[src/rtl/sum_engine_if.sv]
// rtl/sum_engine_if.sv - stream sample handshake between stimulus source and sum_engine
interface sum_engine_if #(
  parameter int DATA_W = 8
);
  logic [DATA_W-1:0] data_i;
  logic              valid_i;
  logic              ready_o;

  modport master (
    output data_i,
    output valid_i,
    input  ready_o
  );

  modport slave (
    input  data_i,
    input  valid_i,
    output ready_o
  );
endinterface

[src/rtl/sum_engine.sv]
// rtl/sum_engine.sv - sequential summation engine: stream sum or repeated add with optional saturation
module sum_engine #(
  parameter int DATA_W   = 8,
  parameter int N_W      = 8,
  parameter int SUM_W    = 16,
  parameter bit SATURATE = 1'b1
) (
  input  logic             clk_i,
  input  logic             rst_ni,
  input  logic             start_i,
  input  logic             mode_i,
  input  logic [N_W-1:0]   n_i,
  sum_engine_if.slave      s,
  output logic             busy_o,
  output logic             done_o,
  output logic [SUM_W-1:0] sum_o,
  output logic [N_W-1:0]   n_o,
  output logic             ovf_o
);

  typedef enum logic [1:0] {
    IDLE,
    RUN,
    DONE
  } state_t;

  localparam logic MODE_REPEAT = 1'b1;

  state_t            state_q, state_d;
  logic              start_q;
  logic              mode_q, mode_d;
  logic [DATA_W-1:0] op_q, op_d;
  logic [N_W-1:0]    cnt_q, cnt_d;
  logic [SUM_W-1:0]  sum_q, sum_d;
  logic              ovf_q, ovf_d;

  logic              start_rise;
  logic              step;
  logic [DATA_W-1:0] addend;
  logic [SUM_W:0]    add_full;

  // start_q resets high so a switch already on at reset release is not taken as an edge
  assign start_rise = start_i & ~start_q;

  // REPEAT adds the operand latched at start; STREAM adds the live sample
  assign addend   = (mode_q == MODE_REPEAT) ? op_q : s.data_i;
  assign add_full = {1'b0, sum_q} + {{(SUM_W + 1 - DATA_W){1'b0}}, addend};

  // state and datapath registers, cleared to IDLE with all outputs low on reset
  always_ff @(posedge clk_i) begin
    if (!rst_ni) begin
      state_q <= IDLE;
      start_q <= 1'b1;
      mode_q  <= 1'b0;
      op_q    <= '0;
      cnt_q   <= '0;
      sum_q   <= '0;
      ovf_q   <= 1'b0;
    end else begin
      state_q <= state_d;
      start_q <= start_i;
      mode_q  <= mode_d;
      op_q    <= op_d;
      cnt_q   <= cnt_d;
      sum_q   <= sum_d;
      ovf_q   <= ovf_d;
    end
  end

  // next-state and datapath update; everything holds unless a start or an add happens
  always_comb begin
    state_d = state_q;
    mode_d  = mode_q;
    op_d    = op_q;
    cnt_d   = cnt_q;
    sum_d   = sum_q;
    ovf_d   = ovf_q;
    step    = 1'b0;

    case (state_q)
      IDLE: begin
        if (start_rise) begin
          mode_d  = mode_i;
          op_d    = s.data_i;
          cnt_d   = n_i;
          sum_d   = '0;
          ovf_d   = 1'b0;
          state_d = (n_i == '0) ? DONE : RUN;
        end
      end
      RUN: begin
        step = (mode_q == MODE_REPEAT) | s.valid_i;
        if (step) begin
          ovf_d = ovf_q | add_full[SUM_W];
          if (SATURATE && add_full[SUM_W]) begin
            sum_d = '1;
          end else begin
            sum_d = add_full[SUM_W-1:0];
          end
          cnt_d = cnt_q - 1'b1;
          if (cnt_q == N_W'(1)) begin
            state_d = DONE;
          end
        end
      end
      DONE: begin
        if (!start_i) begin
          state_d = IDLE;
        end
      end
      default: begin
        state_d = IDLE;
      end
    endcase
  end

  assign busy_o    = (state_q == RUN);
  assign done_o    = (state_q == DONE);
  assign s.ready_o = (state_q == RUN) && (mode_q != MODE_REPEAT);
  assign sum_o     = sum_q;
  assign n_o       = cnt_q;
  assign ovf_o     = ovf_q;

endmodule
[src/flat_wrapper.sv]
// flat-port wrapper written by rule: the top's interface ports become plain ports
module sum_engine_flat 
#(
  parameter int DATA_W   = 8,
  parameter int N_W      = 8,
  parameter int SUM_W    = 16,
  parameter bit SATURATE = 1'b1
)
  (clk_i, rst_ni, start_i, mode_i, n_i, busy_o, done_o, sum_o, n_o, ovf_o, s_data_i, s_valid_i, s_ready_o);
  sum_engine_if #(.DATA_W(DATA_W)) s_i ();
  input  logic clk_i;
  input  logic rst_ni;
  input  logic start_i;
  input  logic mode_i;
  input  logic [N_W-1:0] n_i;
  output logic busy_o;
  output logic done_o;
  output logic [SUM_W-1:0] sum_o;
  output logic [N_W-1:0] n_o;
  output logic ovf_o;
  input wire logic [$bits(s_i.data_i)-1:0] s_data_i;
  input wire logic [$bits(s_i.valid_i)-1:0] s_valid_i;
  output wire logic [$bits(s_i.ready_o)-1:0] s_ready_o;
  assign s_i.data_i = s_data_i;
  assign s_i.valid_i = s_valid_i;
  assign s_ready_o = s_i.ready_o;
  sum_engine #(.DATA_W(DATA_W), .N_W(N_W), .SUM_W(SUM_W), .SATURATE(SATURATE)) u_core (.clk_i(clk_i), .rst_ni(rst_ni), .start_i(start_i), .mode_i(mode_i), .n_i(n_i), .s(s_i), .busy_o(busy_o), .done_o(done_o), .sum_o(sum_o), .n_o(n_o), .ovf_o(ovf_o));
endmodule
[config.mk]
export PLATFORM = sky130hd
export DESIGN_NAME = sum_engine_flat
export DESIGN_NICKNAME = d
export VERILOG_FILES = /design/src/rtl/sum_engine_if.sv /design/src/rtl/sum_engine.sv /design/src/flat_wrapper.sv
export SDC_FILE = /design/constraint.sdc
export NUM_CORES = 1
export LEC_CHECK = 0
export ABC_AREA = 1
export ABC_CLOCK_PERIOD_IN_PS = 7600
export CAP_MARGIN = 20
export CORE_ASPECT_RATIO = 1.25
export CORE_MARGIN = 2
export CORE_UTILIZATION = 53
export CTS_CLUSTER_SIZE = 30
export DETAILED_ROUTE_END_ITERATION = 8
export DONT_BUFFER_PORTS = 1
export GPL_ROUTABILITY_DRIVEN = 0
export PLACE_DENSITY_LB_ADDON = 0.05
export SLEW_MARGIN = 40
export SYNTH_ARGS = -nofsm -noshare
export SYNTH_HDL_FRONTEND = slang
export SYNTH_SLANG_ARGS = --single-unit
[constraint.sdc]
create_clock -name clk_i -period 7.6 [get_ports clk_i]
set_input_delay 0 -clock clk_i [delete_from_list [all_inputs] [get_ports clk_i]]
set_output_delay 0 -clock clk_i [all_outputs]
set_load 0.005 [all_outputs]
==> run_results.csv <==
group,metric,value,unit
outcome,status,"completed",
grt,largest_net_degree_at_the_start_of_global_routing,24,
critical_path,cpLargestDelayFamily,"simple AND/OR/NAND/NOR gates",
drt,dr_wl_met2,3090,um
critical_path,regToRegStartpoint,"u_core.mode_q",
grt,number_of_antenna_violations_at_the_first_check_in_global_routing,0,
synthesis,netlist_area,2530,sq um
drt,drc,0,
layout,area_growth_syn_to_layout,10.2,%
critical_path,critPathMaxStageDelay,0.52,ns
critical_path,r2r_setup_slack,5.02,ns
synthesis,synth.yosys.seq_area_share,29.3,%
die,floorplan.rows,28,
critical_path,critical_path_required,7.77,ns
drt,detailedRoute.firstPassIterationCount,5,
sta,setup_tns,0,ns
sta,finalHoldViolations,0,
synthesis,synth-edff-count,0,
sta,finalMaxSlewViolations,0,
layout,filler_cell_count,450,
flow_run,maxCapViolations,0,
clocking,cts.root.buffer_cell,"sky130_fd_sc_hd__clkbuf_8",
clocking,cts_post_setup_buffers_inserted,0,
critical_path,critical_path_buf_inv_count,1,
synthesis,synth_top_area_cell,"sky130_fd_sc_hd__dfxtp_1",
drt,initialDrtViolationCount,87,
die,fp.coreArea,4660,sq um
clocking,cts.clk_slew.worst_paths,0.09,ns
sta,rsz0062_at_grt,"no",
critical_path,worstSetupEndpoint,"u_core.sum_o[5]",
critical_path,rr_worst_depth,13,
clocking,cts_tree,"built",
layout,fin_nets,422,
die,die_width,65.8,um
layout,mostFrequentLayoutCell,"sky130_fd_sc_hd__nand2_1",
critical_path,critical_path.cell_chain,"clkinv_1 > nand2_1 > nand2_1 > ha_1 > fa_1 > nand2_1 > nand2_1 > nand4_2 > nand2_2 > nand2_2 > nor2_4 > o21ai_0 > a21oi_2",
power_and_ir_drop,cell_area_power_density,290,nW/um^2
clocking,clock_sinks,37,
layout,antenna_cells_inserted,0,
power_and_ir_drop,p_leak,1.21,nW
drt,vias_per_cell,5.28,
die,starting_density_of_the_core,54.3,%
drt,detailroute.via_count,2381,
drt,routed_wire_length_per_instance,13.8,um
sta,report.final.setup_viol,0,
drt,route.final.wire_length,6240,um
synthesis,yosys_warnings,0,
clocking,postCtsHoldBufs,16,
critical_path,worstPathArrival,2.75,ns
synthesis,syn_nets,408,
synthesis,synthArstFlopShare,0,%
critical_path,startpoint_type,"flop",
critical_path,cpMaxStageDelayCell,"sky130_fd_sc_hd__dfxtp_1",
die,floorplan.die.height,81.3,um
sta,finalHoldWorstSlack,0.0180,ns
place,placedInstanceArea,2540,sq um
place,pre_cts_setup_slack,5.03,ns
grt,grt_util_all_layers,24.8,%
clocking,cts_resized,0,
drt,drt-met1-wl,2770,um
synthesis,synthesis.instances,376,
sta,period_share,33.9,%
sta,actual_slew_at_the_worst_max_slew_pin,0.556,ns
layout,most-common-layout-cells,"107 x sky130_fd_sc_hd__nand2_1, 50 x sky130_fd_sc_hd__nor2_1, 37 x sky130_fd_sc_hd__dfxtp_1",
die,die_area,5350,sq um
critical_path,rr_endpoint,"u_core.sum_o[5]",
layout,final_area,2790,sq um
clocking,total_cts_buffers,5,
sta,highest_clock_rate,0.388,GHz
synthesis,number_of_distinct_library_cell_variants_in_the_gate_level_netlist_after_synthesis,39,
clocking,clock_path_buffers,2,
critical_path,cp.depth,13,
sta,relSlewSlack,62.8,%
drt,topRoutingLayerUsed,"met4",
grt,first_global_vias,2254,
clocking,cts_htree_levels,2,
drt,detailroute.wirelength.met3,285,um
critical_path,worstSetupEndpointType,"flop",
sta,fin_worst_setup_slack,5.02,ns
worst_hold_path,hold_path.class,"in2reg",
drt,drt.antenna.violating_nets,0,
clocking,insertion_delay,0.30,ns
synthesis,synth_top_area_share,29.3,%
critical_path,path_class,"reg2reg",
power_and_ir_drop,power.total,808,uW
power_and_ir_drop,peakVddDrop,0.131,mV
layout,layout-drive-gt1-share,14.6,%
synthesis,syn_avg_cell_area,6.73,sq um
critical_path,critical_path_peak_fanout,11,
critical_path,timing.critical_path.mode_cell,"sky130_fd_sc_hd__nand2_1",
grt,grt_remaining_overflow,0,
die,io_pins,49,
grt,grt_first_pass_wirelength,10300,um
synthesis,synth_seq_cells,37,
synthesis,synth.area.top_cells,"sky130_fd_sc_hd__dfxtp_1 29%, sky130_fd_sc_hd__nand2_1 16%, sky130_fd_sc_hd__nor2_1 7.4%",
place,buffer_ports.inserted,0,
synthesis,predominant_post_synthesis_flop_cell,"sky130_fd_sc_hd__dfxtp_1",
critical_path,timing_startpoint_of_the_critical_path,"u_core.mode_q",
sta,period_minus_slack,2.58,ns
place,detailed_place_hpwl,4580,um
sta,skew,0.0102,ns
[how the worst min path moves through the flow]
| stage | slack (ns) | to | start | cells after the start |
|---|---|---|---|---|
| 3_5_place_dp | 0.08 | u_core.start_q | rst_ni | 1 |
| 5_1_grt | 0.04 | u_core.n_o[7] | n_i[7] | 4 |
| 4_1_cts | 0.02 | u_core.n_o[3] | n_i[3] | 3 |
| 6_report | 0.02 | u_core.n_o[3] | n_i[3] | 3 |
| 2_1_floorplan | 0.12 | u_core.n_o[0] | rst_ni | 2 |
| 3_3_place_gp | 0.07 | u_core.start_q | rst_ni | 1 |
[layout make-up]
cell class                 instances  area, sq um  share of cell area (%)
clock buffer                       5         68.8                    2.47
inverter                          38          150                    5.38
clock inverter                     3         21.3                   0.763
timing repair buffer              16          160                    5.74
multi-input combinational        292         1570                    56.4
sequential                        37          741                    26.6
tap                               60         75.1                    2.69
[worst reg2reg max path, delay by kind of cell, from the launching register on]
family,cells,cell delay (ns)
compound gates,2,0.30
fa+ha+maj,2,0.60
flops,1,0.52
simple gates,8,0.74
buf+inv,1,0.30
[power by group]
group	total (mW)	switching [mW]	internal, mW
clock	0.145	0.0797	0.0651
combinational	0.384	0.255	0.129
sequential	0.280	0.0491	0.231
[Yosys cell counts (2+ instances only)]
cell type	instances
sky130_fd_sc_hd__nand2_1	107
sky130_fd_sc_hd__nor2_1	50
sky130_fd_sc_hd__dfxtp_1	37
sky130_fd_sc_hd__inv_1	29
sky130_fd_sc_hd__o21ai_0	26
sky130_fd_sc_hd__a21oi_1	19
sky130_fd_sc_hd__nand3_1	15
sky130_fd_sc_hd__a21oi_2	14
sky130_fd_sc_hd__nand2_2	11
sky130_fd_sc_hd__ha_1	10
sky130_fd_sc_hd__o21ai_1	7
sky130_fd_sc_hd__inv_2	5
sky130_fd_sc_hd__o21ai_2	5
sky130_fd_sc_hd__xor2_1	5
sky130_fd_sc_hd__buf_6	4
sky130_fd_sc_hd__clkbuf_1	3
sky130_fd_sc_hd__o211ai_2	3
sky130_fd_sc_hd__a31oi_1	2
sky130_fd_sc_hd__and2_1	2
sky130_fd_sc_hd__clkinv_1	2
sky130_fd_sc_hd__nor2_4	2
[stage by stage]
step	util [%]	instances
after global routing	59.9	451
after CTS	59.9	451
after detailed placement	54.5	427
after global placement	54.5	427
final	59.9	451
after floorplan	-	376
[flip-flops by register name, indices dropped and copies added (netlist names)]
signal / count
u_core.n_o: 8
u_core.mode_q: 1
u_core.op_q: 8
u_core.start_q: 1
u_core.sum_o: 16
u_core.ovf_o: 1
u_core.state_q: 2
[cell families (layout without fill, tap and decap cells)]
family	after synthesis	in the layout	synth area share [%]
DFF	37	37	29.3
and+or+nand+nor	196	196	34.6
adders and majority gates	11	11	5.73
xor gates and xnor gates	6	6	2.08
buffers and inverters	47	62	8.60
AOI/OAI and AO/OA	79	79	19.8
[per-layer routing]
metal | vias to the layer above | track usage, %
met5 | - | 0
met4 | 0 | 8.13
met3 | 9 | 5.54
met2 | 48 | 43.7
met1 | 1083 | 29.5
li1 | 1241 | -
No activity file was read; power rests on OpenSTA's default activity.
